`config.mk`:
```
export PLATFORM = sky130hd
export DESIGN_NAME = fpga_ram_arb
export DESIGN_NICKNAME = d
export VERILOG_FILES = /design/src/rtl/fpga_ram_arb_pkg.sv /design/src/rtl/fpga_ram_arb_pick.sv /design/src/rtl/fpga_ram_arb.sv
export SDC_FILE = /design/constraint.sdc
export NUM_CORES = 1
export LEC_CHECK = 0
export BUFFER_PORTS_ARGS = -buffer_cell sky130_fd_sc_hd__clkbuf_2
export CORE_AREA = 2 2 92 94
export CTS_CLUSTER_DIAMETER = 40
export DETAILED_ROUTE_END_ITERATION = 10
export DIE_AREA = 0 0 94 96
export PLACE_DENSITY = 0.55
export SLEW_MARGIN = 25
export SYNTH_ARGS = -nofsm -noshare
export SYNTH_HDL_FRONTEND = slang
export SYNTH_SLANG_ARGS = --single-unit
```
`constraint.sdc`:
```
create_clock -name Clk -period 4.9 [get_ports Clk]
set_clock_uncertainty 0.1 [all_clocks]
set_input_delay 0.98 -clock Clk [delete_from_list [all_inputs] [get_ports Clk]]
set_output_delay 0.98 -clock Clk [all_outputs]
set_load 0.02 [all_outputs]
```
`src/rtl/fpga_ram_arb_pkg.sv`:
```
// Shared types for the two-port RAM arbiter: FSM states, requester indices, read-return tag.
// Round-robin tie-break is enabled by defining FPGA_RAM_ARB_RR_EN.
package fpga_ram_arb_pkg;

  typedef enum logic {
    ST_IDLE   = 1'b0,
    ST_LOCKED = 1'b1
  } state_e;

  localparam logic M0 = 1'b0;
  localparam logic M1 = 1'b1;

  // Identifies which port, if any, is owed read data on the next cycle.
  typedef enum logic [1:0] {
    TAG_NONE = 2'd0,
    TAG_M0   = 2'd1,
    TAG_M1   = 2'd2
  } rtag_e;

  function automatic rtag_e read_tag(input logic owner);
    return owner ? TAG_M1 : TAG_M0;
  endfunction

endpackage

```
`src/rtl/fpga_ram_arb_pick.sv`:
```
// Combinational 2-way grant pick from requests, lock state/owner and (optionally) last-grant pointer.
// FPGA_RAM_ARB_RR_EN selects round-robin ties; otherwise M0 wins every IDLE tie.
module fpga_ram_arb_pick
  import fpga_ram_arb_pkg::*;
(
  input  logic [1:0] i_req,
  input  state_e     i_state,
  input  logic       i_owner,
`ifdef FPGA_RAM_ARB_RR_EN
  input  logic       i_last,
`endif
  output logic [1:0] o_gnt
);

  // NOTE: every output of an always_comb gets a default first, so no path leaves it unassigned and no latch is inferred.
  always_comb begin
    o_gnt = 2'b00;
    if (i_state == ST_LOCKED) begin
      o_gnt[i_owner] = i_req[i_owner];
    end else if (i_req == 2'b11) begin
`ifdef FPGA_RAM_ARB_RR_EN
      o_gnt[~i_last] = 1'b1;
`else
      o_gnt[M0] = 1'b1;
`endif
    end else begin
      o_gnt = i_req;
    end
  end

endmodule

```
`src/rtl/fpga_ram_arb.sv`:
```
// Two-requester arbiter in front of a single-port RAM with lock ownership and idle-lock timeout.
// Optional round-robin tie-break: define FPGA_RAM_ARB_RR_EN.
module fpga_ram_arb
  import fpga_ram_arb_pkg::*;
#(
  parameter int DATAWIDTH    = 32,
  parameter int ADDRWIDTH    = 10,
  parameter int LOCK_TIMEOUT = 16
) (
  input  logic                 Clk,
  input  logic                 Rst,
  input  logic                 M0Req,
  input  logic                 M0Lock,
  input  logic [ADDRWIDTH-1:0] M0Addr,
  input  logic [DATAWIDTH-1:0] M0WData,
  input  logic                 M0We,
  output logic                 M0Gnt,
  output logic                 M0RValid,
  output logic [DATAWIDTH-1:0] M0RData,
  input  logic                 M1Req,
  input  logic                 M1Lock,
  input  logic [ADDRWIDTH-1:0] M1Addr,
  input  logic [DATAWIDTH-1:0] M1WData,
  input  logic                 M1We,
  output logic                 M1Gnt,
  output logic                 M1RValid,
  output logic [DATAWIDTH-1:0] M1RData,
  output logic [ADDRWIDTH-1:0] RamAddr,
  output logic [DATAWIDTH-1:0] RamDataIn,
  output logic                 RamWriteEnable,
  input  logic [DATAWIDTH-1:0] RamDataOut
);

  // Counter only needs 0..LOCK_TIMEOUT-1: reaching the limit releases and clears in the same edge.
  localparam int CW = (LOCK_TIMEOUT < 2) ? 1 : $clog2(LOCK_TIMEOUT);
  localparam logic [CW-1:0] CNT_LAST = CW'(LOCK_TIMEOUT - 1);

  state_e        r_state, w_state_nxt;
  logic          r_owner, w_owner_nxt;
  logic [CW-1:0] r_idle_cnt, w_idle_cnt_nxt;
  rtag_e         r_rtag, w_rtag_nxt;

  logic [1:0] w_req;
  logic [1:0] w_gnt;
  logic       w_xfer;
  logic       w_sel;
  logic       w_sel_lock;
  logic       w_sel_we;

  assign w_req = {M1Req, M0Req};

`ifdef FPGA_RAM_ARB_RR_EN
  logic r_last;
  logic w_last_nxt;

  assign w_last_nxt = w_xfer ? w_sel : r_last;
`endif

  fpga_ram_arb_pick u_pick (
    .i_req   (w_req),
    .i_state (r_state),
    .i_owner (r_owner),
`ifdef FPGA_RAM_ARB_RR_EN
    .i_last  (r_last),
`endif
    .o_gnt   (w_gnt)
  );

  assign M0Gnt      = w_gnt[M0];
  assign M1Gnt      = w_gnt[M1];
  assign w_xfer     = |w_gnt;
  assign w_sel      = w_gnt[M1];
  assign w_sel_lock = w_sel ? M1Lock : M0Lock;
  assign w_sel_we   = w_sel ? M1We   : M0We;

  always_comb begin
    RamAddr        = '0;
    RamDataIn      = '0;
    RamWriteEnable = 1'b0;
    if (w_xfer) begin
      RamAddr        = w_sel ? M1Addr  : M0Addr;
      RamDataIn      = w_sel ? M1WData : M0WData;
      RamWriteEnable = w_sel_we;
    end
  end

  always_comb begin
    w_state_nxt    = r_state;
    w_owner_nxt    = r_owner;
    w_idle_cnt_nxt = r_idle_cnt;
    w_rtag_nxt     = TAG_NONE;
    if (w_xfer && !w_sel_we) begin
      w_rtag_nxt = read_tag(w_sel);
    end
    case (r_state)
      ST_IDLE: begin
        w_idle_cnt_nxt = '0;
        if (w_xfer && w_sel_lock) begin
          w_state_nxt = ST_LOCKED;
          w_owner_nxt = w_sel;
        end
      end
      ST_LOCKED: begin
        // In LOCKED only the owner can be granted, so no transfer means the owner is idle.
        if (w_xfer) begin
          w_idle_cnt_nxt = '0;
          if (!w_sel_lock) begin
            w_state_nxt = ST_IDLE;
          end
        end else if (r_idle_cnt == CNT_LAST) begin
          w_state_nxt    = ST_IDLE;
          w_idle_cnt_nxt = '0;
        end else begin
          w_idle_cnt_nxt = r_idle_cnt + CW'(1);
        end
      end
      default: begin
        w_state_nxt    = ST_IDLE;
        w_idle_cnt_nxt = '0;
      end
    endcase
  end

  // NOTE: registered state uses non-blocking assignments so every flop samples pre-edge values.
  always_ff @(posedge Clk or posedge Rst) begin
    if (Rst) begin
      r_state    <= ST_IDLE;
      r_owner    <= M0;
      r_idle_cnt <= '0;
      r_rtag     <= TAG_NONE;
`ifdef FPGA_RAM_ARB_RR_EN
      r_last     <= M1;
`endif
    end else begin
      r_state    <= w_state_nxt;
      r_owner    <= w_owner_nxt;
      r_idle_cnt <= w_idle_cnt_nxt;
      r_rtag     <= w_rtag_nxt;
`ifdef FPGA_RAM_ARB_RR_EN
      r_last     <= w_last_nxt;
`endif
    end
  end

  assign M0RValid = (r_rtag == TAG_M0);
  assign M1RValid = (r_rtag == TAG_M1);
  assign M0RData  = RamDataOut;
  assign M1RData  = RamDataOut;

endmodule

```
==> results of run 1 <==
[metal layers]
metal  track usage  vias up
met2         0.145      125
met5             0        -
met1        0.0964      596
met3        0.0313       13
met4        0.0278        0
li1              -      641
[cell families after synthesis]
logic type,after synthesis,synth area share
XOR/XNOR,1,0.00639
adder cells (fa/ha/maj),1,0.00913
AO/OA/AOI/OAI,51,0.308
flip-flops,8,0.146
AND/OR/NAND/NOR,18,0.0795
multiplexers,1,0.00731
buffers and inverters,78,0.444
[cells in the mapped netlist, drive strengths merged (2+ instances only)]
cell type / count
a22o: 43
dfrtp: 8
nand3: 3
inv: 4
nor2b: 4
a21oi: 2
a31oi: 2
o21ai: 3
nor2: 3
buf: 74
[where the power goes]
group | leakage (uW) | switching [uW] | internal, uW
clock | 0.0000216 | 22.9 | 53.0
sequential | 0.000104 | 21.1 | 83.7
combinational | 0.000856 | 346 | 231
total | 0.000982 | 390 | 368
[state kept, by name (all words and copies together), names as in the netlist]
signal,cells
r_idle_cnt,4
r_owner,1
r_rtag,2
r_state,1
[metrics by stage]
step	hold slack, ps	util	setup slack (ps)	total power (uW)
final	393	0.208	1390	759
after CTS	398	0.205	1320	753
after global routing	447	0.208	1270	812
after floorplan	350	-	2090	602
after detailed placement	392	0.200	1320	673
after global placement	380	0.200	1380	663
[final cells by class]
type	count	area (um2)
clock buffer	3	41.3
sequential	8	200
multi-input combinational	72	571
fill	913	6370
timing repair buffer	139	718
tap	105	131
inverter	4	15.0
[how the worst min path moves through the flow]
stage                               end  slack, ps  cells past startpoint
final                     r_idle_cnt[0]        390                      1
after CTS                 r_idle_cnt[0]        400                      1
after global routing      r_idle_cnt[0]        450                      1
after floorplan           r_idle_cnt[0]        350                      1
after detailed placement  r_idle_cnt[0]        390                      1
after global placement    r_idle_cnt[0]        380                      1
[critical path: cells and delay by family]
kind	cells	cell delay [ps]
AO/OA/AOI/OAI	2	990
buffers and inverters	2	300
AND/OR/NAND/NOR	1	130
==> results.md, run 1 <==
- Final Slew Violations: 0
- Ports placed on the boundary: 235
- Clock-pin slew on the worst setup and hold paths: 40 ps
- Clock Latency Late Sink: 220 ps
- Power Density: 452 nW/um2
- Remaining DRCs: 0
- Number of global-route vias before repair: 1165
- Number of cell rows: 33
- CP Launch Type: primary input
- Critical Path Start: M0Req
- Half-perimeter wire length after detailed placement: 3.85 mm
- Number of buffers on the longest clock path: 2
- Worst Path Required: 3820 ps
- Cell type contributing the most total cell area after synthesis: sky130_fd_sc_hd__buf_4
- Most frequent cell on the critical path: sky130_fd_sc_hd__clkbuf_2
- CORE AREA: 8050 um2
- Highest metal layer with signal wires: met4
- Outcome: finished, final reports clean
- Reg2reg end: r_rtag[1]
- Sequential element share of the synthesized area: 0.146
- Vias: around 1400
- Syn avg cell area: 8.67 um2
- Summed instance area of the synthesized netlist: approximately 1400 um2
- Pin count of the biggest net entering global routing: 46
- Die Area: 9020 um2
- Met3 WL: 606 um
- Crit Path Class: primary input to output pin
- Number of buffer cells added on primary ports: 138
- Hold crit path type: flip-flop to flip-flop
- Wire per inst: 13.7 um
- Post-placement cell area: 1610 um2
- Total Routing Usage GR: 0.0842
- Area growth from synthesis to layout: 22.4%
- Final setup violating endpoints: 0
- Worst slew margin relative to its limit: 0.403
- Wire length of the first global-routing pass: 5.95 mm
- Routed metal-1 wirelength: 1.59 mm
- Area share of the largest cell type after synthesis: 0.351
- Share of flip-flops with an asynchronous set or reset after synthesis: 1.00
- Number of failing hold endpoints at the final stage: 0
- Highest-count cells in the layout ignoring fill and taps: sky130_fd_sc_hd__clkbuf_2, sky130_fd_sc_hd__a22o_1, sky130_fd_sc_hd__dfrtp_1
- CTS buffer count: 3
- Critical path cell sequence: clkbuf_2 > nor2_1 > o21a_2 > a22o_1 > clkbuf_2
- Vias per std cell: 4.15
- Worst Hold Launch: r_idle_cnt[0]
- Distinct cells, synth: 23
- Routed Antenna Nets: 0
- Remaining global-route overflow: 0
- Layout cells sized above 1: 0.642
- Reported leakage power: approximately 0.00098 uW
- Initial DRC count: 24
- MaxCap Viol Count: 0
- Maximum fanout along the worst path: 45
- Layout Nets: 353
- Diode count: 0
- Worst Setup EP: RamAddr[0]
- Arrival time at the worst endpoint: 2430 ps
- Critical Path Sink Type: output pin
- Slowest Stage Delay on Critical Path: 730 ps
- Antenna violations before repair: 0
- Buffer count from post-CTS setup fixing: 0
- Flop-to-flop setup slack: 3140 ps
- CTS root buf: sky130_fd_sc_hd__clkbuf_8
- Non-Filler Instances: ~330
- Placed cell count: 327
- Ys flop type: sky130_fd_sc_hd__dfrtp_1
- GPL Wtd Cong: ~0.71
- Vertical die dimension: 96 um
- Clock tree from TritonCTS: done
- Number of levels the H-tree was split into: 1
- # hold bufs at CTS: 0
- Setup Total Neg Slack: 0 ps
- Worst r2r src: r_state
- Worst IR drop on VDD: about 0.12 mV
- Initial core utilization: 0.170
- Pre-Repair DR Iteration Count: 4
- Gate Count Post-Synth: 158
- TritonCTS Sinks: 8
- Number of cells upsized or downsized after cts: 0
- Metal2 WL: about 2.3 mm
- Post-synthesis register bit count: 8
- Peak Freq: 285 MHz
- Post-Route WL: 4.53 mm
- Highest-delay cell along the critical path: sky130_fd_sc_hd__o21a_2
- Post-route minimum period: 3510 ps
- Synth top area cells: sky130_fd_sc_hd__buf_4, sky130_fd_sc_hd__a22o_1, sky130_fd_sc_hd__dfrtp_1, sky130_fd_sc_hd__buf_6, sky130_fd_sc_hd__nor2b_1
- Chip Width: 94 um
- Post-route design area: approximately 1700 um2
- EDFF count, synth: 0
- Net count after synthesis: 283
- Slew at the pin with the worst max-slew slack: 895 ps
- Synthesis warning total: 0
- RSZ-0062 raised after global routing: false
- Commonest non-fill, non-tap cell in the layout: sky130_fd_sc_hd__clkbuf_2
- Post-route fraction of the period consumed by the critical path: 0.716
- Cells on worst reg2reg path: 3
(Power assumes the default switching activity.)
==> run 2, diff against run 1 <==
PLACE_DENSITY = 0.57   (was 0.55)
clock period = 3.2 ns   (was 4.9 ns; I/O delays follow)
==> run 2 against run 1 <==
Sequential share of layout area rose by 0.099 points. Via count fell by 0.73%. First-iteration DRC count rose by 4.2%. Critical path depth did not move. Utilization fell by 0.17 points. Clock-buffer cell count did not move. Die area did not move. Sequential power rose by 53%. Global-route usage fell by 0.70 points. Worst setup slack got worse by 810 ps. Power rose by 50%. Non-clock buffer count rose by 1.
==> results.md, run 2 (synthesized netlist as in run 1, its figures left out) <==
- Hold crit path type: primary input to asynchronous set/reset pin
- MaxCap Viol Count: 0
- Number of global-route vias before repair: 1113
- Worst slew margin relative to its limit: 0.684
- Number of cells upsized or downsized after cts: 0
- Post-route fraction of the period consumed by the critical path: 0.820
- Most used routing layer in global routing: met2
- Worst hold slack across all endpoints: 232 ps
- Vertical die dimension: 96 um
- Post-Route WL: 4.26 mm
- Slowest Stage Delay on Critical Path: 450 ps
- Critical path cell sequence: and2_4 > o21a_1 > buf_4 > a22o_1 > clkbuf_2
- Met1 Resource Use GR: 0.0915
- Remaining global-route overflow: 0
- Post-route design area: 1660 um2
- Half-perimeter wire length after detailed placement: 3.59 mm
- Wire length of the first global-routing pass: 5.38 mm
- Setup Total Neg Slack: 0 ps
- Cells on worst reg2reg path: 4
- Placed cell count: 329
- Worst path bufs/invs: 2
- Ports placed on the boundary: 235
- Category of cells accounting for the largest share of critical-path delay: buffers and inverters
- Arrival time at the worst endpoint: 1880 ps
- Highest-count cells in the layout ignoring fill and taps: sky130_fd_sc_hd__clkbuf_2, sky130_fd_sc_hd__a22o_1, sky130_fd_sc_hd__dfrtp_1
- RSZ-0062 raised after global routing: false
- Sequential cell area: approximately 200 um2
- Remaining DRCs: 0
- Reg2reg end: r_rtag[1]
- TritonCTS Sinks: 8
- Initial DRC count: 25
- Clock tree from TritonCTS: done
- Area growth from synthesis to layout: 21.4%
- Final Slew Violations: 0
- Non-Filler Instances: 332
- Die Area: 9020 um2
- Flop-to-flop setup slack: 1650 ps
- Layout Nets: 354
- Largest reg by FF count: r_idle_cnt
- Vias per std cell: 4.11
- Reported leakage power: a little under 0.001 uW
- CTS root buf: sky130_fd_sc_hd__clkbuf_8
- Worst IR drop on VDD: around 0.16 mV
- Peak Freq: 381 MHz
- Met2 GRT Util: 0.132
- Number of buffers on the longest clock path: 2
- Post-placement cell area: 1620 um2
- Routed Antenna Nets: 0
- Max reg flops: 4
- Pre-Repair DR Iteration Count: 4
- Number of levels the H-tree was split into: 1
- # hold bufs at CTS: 0
- Highest-delay cell along the critical path: sky130_fd_sc_hd__dfrtp_1
- Diode count: 0
- CTS buffer count: 3
- Number of cell rows: 33
- Clock-pin slew on the worst setup and hold paths: 40 ps
- Crit Path Class: flip-flop to output pin
- CP Launch Type: flip-flop
- Critical Path Sink Type: output pin
- Wire per inst: 12.8 um
- Clock Latency Late Sink: 220 ps
- Logic depth of the worst setup path including buffers: 5
- Worst r2r src: r_state
- Buffer count from post-CTS setup fixing: 0
- Top flop regs: r_idle_cnt (4), r_rtag (2)
- Number of filler cells placed in the layout: 913
- Worst Path Required: 2460 ps
- Number of failing hold endpoints at the final stage: 0
- Area of combinational cells with multiple inputs: between 500 and 600 um2
- Power Density: between 600 and 700 nW/um2
- GPL Wtd Cong: 0.732
- Post-route minimum period: 2620 ps
- Slew at the pin with the worst max-slew slack: 474 ps
- Fraction of met3 tracks used by global routing: 0.0227
- CORE AREA: approximately 8000 um2
- Layout cells sized above 1: 0.639
- Commonest non-fill, non-tap cell in the layout: sky130_fd_sc_hd__clkbuf_2
- Initial core utilization: 0.170
- Pin count of the biggest net entering global routing: between 40 and 50
- Number of buffer cells added on primary ports: 138
- Antenna violations before repair: 0
- Outcome: finished, final reports clean
- Final setup violating endpoints: 0
- Vias: about 1400
- Maximum fanout along the worst path: 45
- Chip Width: between 90 and 100 um
- Total Routing Usage GR: 0.0772
[run 2: cell count changes in the layout (fill, tap and decap cells not counted), sizes merged]
cell | previous run | this run
buf | 1 | 2
[run 2: layout make-up]
class                   instances  share of cell area
repair buffers                140               0.424
inverters                       4             0.00903
flip-flops and latches          8               0.120
multi-input cells              72               0.342
well taps                     105              0.0790
clock buffers                   3              0.0248
[run 2: worst max-delay path by stage]
stage          startpoint             to  slack [ps]
6_report          r_state     RamAddr[0]         580
3_5_place_dp        M0Req     RamAddr[0]         580
4_1_cts             M0Req     RamAddr[0]         570
5_1_grt           r_state     RamAddr[0]         470
3_3_place_gp        M0Req     RamAddr[0]         570
2_1_floorplan       M0Req  RamDataIn[23]        1070
[run 2: worst reg2reg max path, stage by stage (launching register included)]
cell and delay (ps):
sky130_fd_sc_hd__dfrtp_1 450, sky130_fd_sc_hd__and2_4 210, sky130_fd_sc_hd__o21a_1 120, sky130_fd_sc_hd__buf_4 400
sky130_fd_sc_hd__and2b_1 200
[run 2: metrics by stage]
step                setup slack, ps   util  power [uW]
global placement                568  0.201        1030
detailed placement              575  0.201        1030
finish                          576  0.207        1140
CTS                             573  0.207        1160
floorplan                      1070      -         922
global route                    474  0.207        1230
[run 2: power by group]
part,switching [uW],internal (uW),leakage (uW)
logic,525,339,0.000853
clock network,34.3,81.0,0.0000216
registers,33.1,128,0.000104
[run 2: metal layers]
layer  wire (um)  share of wire
met4          69          0.016
met2        2070           0.49
met3         534           0.13
met1        1590           0.37
met5           0              0
==> run 3, diff against run 2 <==
PLACE_DENSITY = 0.55   (was 0.57)
clock period = 2.53 ns   (was 3.2 ns; I/O delays follow)
==> run 3 against run 2 <==
Worst hold slack worse by 130 ps. Final cell count up 0.60%. First-iteration DRC count down 16%. Global-route usage up 0.96 points. Cell area up 0.98%. Sequential power up 27%. Largest cell class unchanged. Highest routed layer unchanged.
==> results.md, run 3 (synthesized netlist as in run 1, its figures left out) <==
- Worst hold slack across all endpoints: 98.7 ps
- Antenna violations before repair: 0
- Vias per std cell: 4.19
- Wire per inst: 13.8 um
- Reported leakage power: 0.000990 uW
- Clock Latency Late Sink: 230 ps
- Wire length of the first global-routing pass: 6.06 mm
- Hold crit path type: primary input to asynchronous set/reset pin
- # hold bufs at CTS: 0
- Post-Route WL: 4.59 mm
- Number of cell rows: 33
- Number of buffer cells added on primary ports: 138
- Final worst setup slack: 250 ps
- CTS buffer count: 3
- Layout cells sized above 1: 0.646
- Worst IR drop on VDD: 0.255 mV
- Number of filler cells placed in the layout: between 900 and 1000
- Post-route minimum period: roughly 2300 ps
- CP Launch Type: flip-flop
- Number of buffers on the longest clock path: 2
- Post-placement cell area: 1640 um2
- Buffer count from post-CTS setup fixing: 0
- Max reg flops: 4
- Power Density: 878 nW/um2
- TritonCTS Sinks: 8
- CTS root buf: sky130_fd_sc_hd__clkbuf_8
- Arrival time at the worst endpoint: ~1700 ps
- Peak Freq: around 440 MHz
- Worst slew margin relative to its limit: 0.794
- Outcome: finished, final reports clean
- Vias: approximately 1400
- Final setup violating endpoints: 0
- Layout Nets: 356
- Highest-count cells in the layout ignoring fill and taps: sky130_fd_sc_hd__clkbuf_2, sky130_fd_sc_hd__a22o_1, sky130_fd_sc_hd__dfrtp_1
- Post-route fraction of the period consumed by the critical path: 0.901
- Chip Width: 94 um
- Ports placed on the boundary: 235
- Worst Path Required: 1920 ps
- CORE AREA: approximately 8100 um2
- Pre-Repair DR Iteration Count: 4
- Clock-pin slew on the worst setup and hold paths: 40 ps
- MaxCap Viol Count: 0
- Routed Antenna Nets: 0
- Half-perimeter wire length after detailed placement: 4.04 mm
- Number of levels the H-tree was split into: 1
- GPL Wtd Cong: just over 0.7
- RSZ-0062 raised after global routing: false
- DP Worst Slack: 363 ps
- Top flop regs: r_idle_cnt (4), r_rtag (2)
- Pin count of the biggest net entering global routing: 30
- Maximum fanout along the worst path: 24
- Number of cells upsized or downsized after cts: 0
- Initial core utilization: 0.170
- Remaining global-route overflow: 0
- Number of failing hold endpoints at the final stage: 0
- Final Slew Violations: 0
- Crit Path Class: flip-flop to output pin
- Slew at the pin with the worst max-slew slack: 309 ps
- Clock tree from TritonCTS: done
- Diode count: 0
- Number of global-route vias before repair: ~1200
- Initial DRC count: 21
- Setup Total Neg Slack: 0 ps
- Remaining DRCs: 0
- Commonest non-fill, non-tap cell in the layout: sky130_fd_sc_hd__clkbuf_2
- Post-route design area: 1680 um2
- Total Routing Usage GR: 0.0868
- Largest reg by FF count: r_idle_cnt
- Critical Path Sink Type: output pin
- Vertical die dimension: 96 um
- Area growth from synthesis to layout: 22.6%
- Die Area: 9020 um2
- Overall Power: 1470 uW
run 3: final cells by class:
| class | count | area (um2) | share of cell area |
|---|---|---|---|
| inverters | 4 | 15.0 | 0.00894 |
| well taps | 105 | 131 | 0.0782 |
| flip-flops and latches | 8 | 200 | 0.119 |
| repair buffers | 142 | 721 | 0.429 |
| multi-input cells | 72 | 571 | 0.340 |
| clock buffers | 3 | 41.3 | 0.0246 |
run 3: power breakdown:
part | internal (uW) | switching [uW]
Sequential | 162 | 41.5
Clock | 103 | 47.8
Combinational | 444 | 675
run 3: worst paths after layout:
| check | startpoint | to | slack (ps) | depth (start not counted) |
|---|---|---|---|---|
| worst min-delay path | Rst | r_rtag[1] | 100 | 2 |
| min in group Clk | M0We | r_rtag[0] | 370 | 2 |
| worst max-delay path | r_state | RamAddr[0] | 250 | 5 |
| worst max register to register | r_state | r_rtag[1] | 1090 | 4 |
| worst min register to register | r_idle_cnt[0] | r_idle_cnt[0] | 400 | 1 |
| max in group asynchronous | Rst | r_owner | 1990 | 2 |
run 3: stage by stage:
stage / instances / utilization
after global routing: 334 / 0.209
after floorplan: 158 / -
final: 334 / 0.209
after global placement: 331 / 0.203
after detailed placement: 331 / 0.203
after CTS: 334 / 0.209
run 3: worst max-delay path, cell delays in order (launching register included):
cell and delay (ps):
sky130_fd_sc_hd__dfrtp_1 450, sky130_fd_sc_hd__and2_4 190, sky130_fd_sc_hd__o21a_2 210, sky130_fd_sc_hd__buf_4 210, sky130_fd_sc_hd__a22o_1 220, sky130_fd_sc_hd__clkbuf_2 160
run 3: layer usage:
layer	track usage	wire, um	vias up
met5	0	0	-
met4	0.0386	103	0
met3	0.0219	487	15
met2	0.151	2290	119
met1	0.101	1720	616
li1	-	-	649
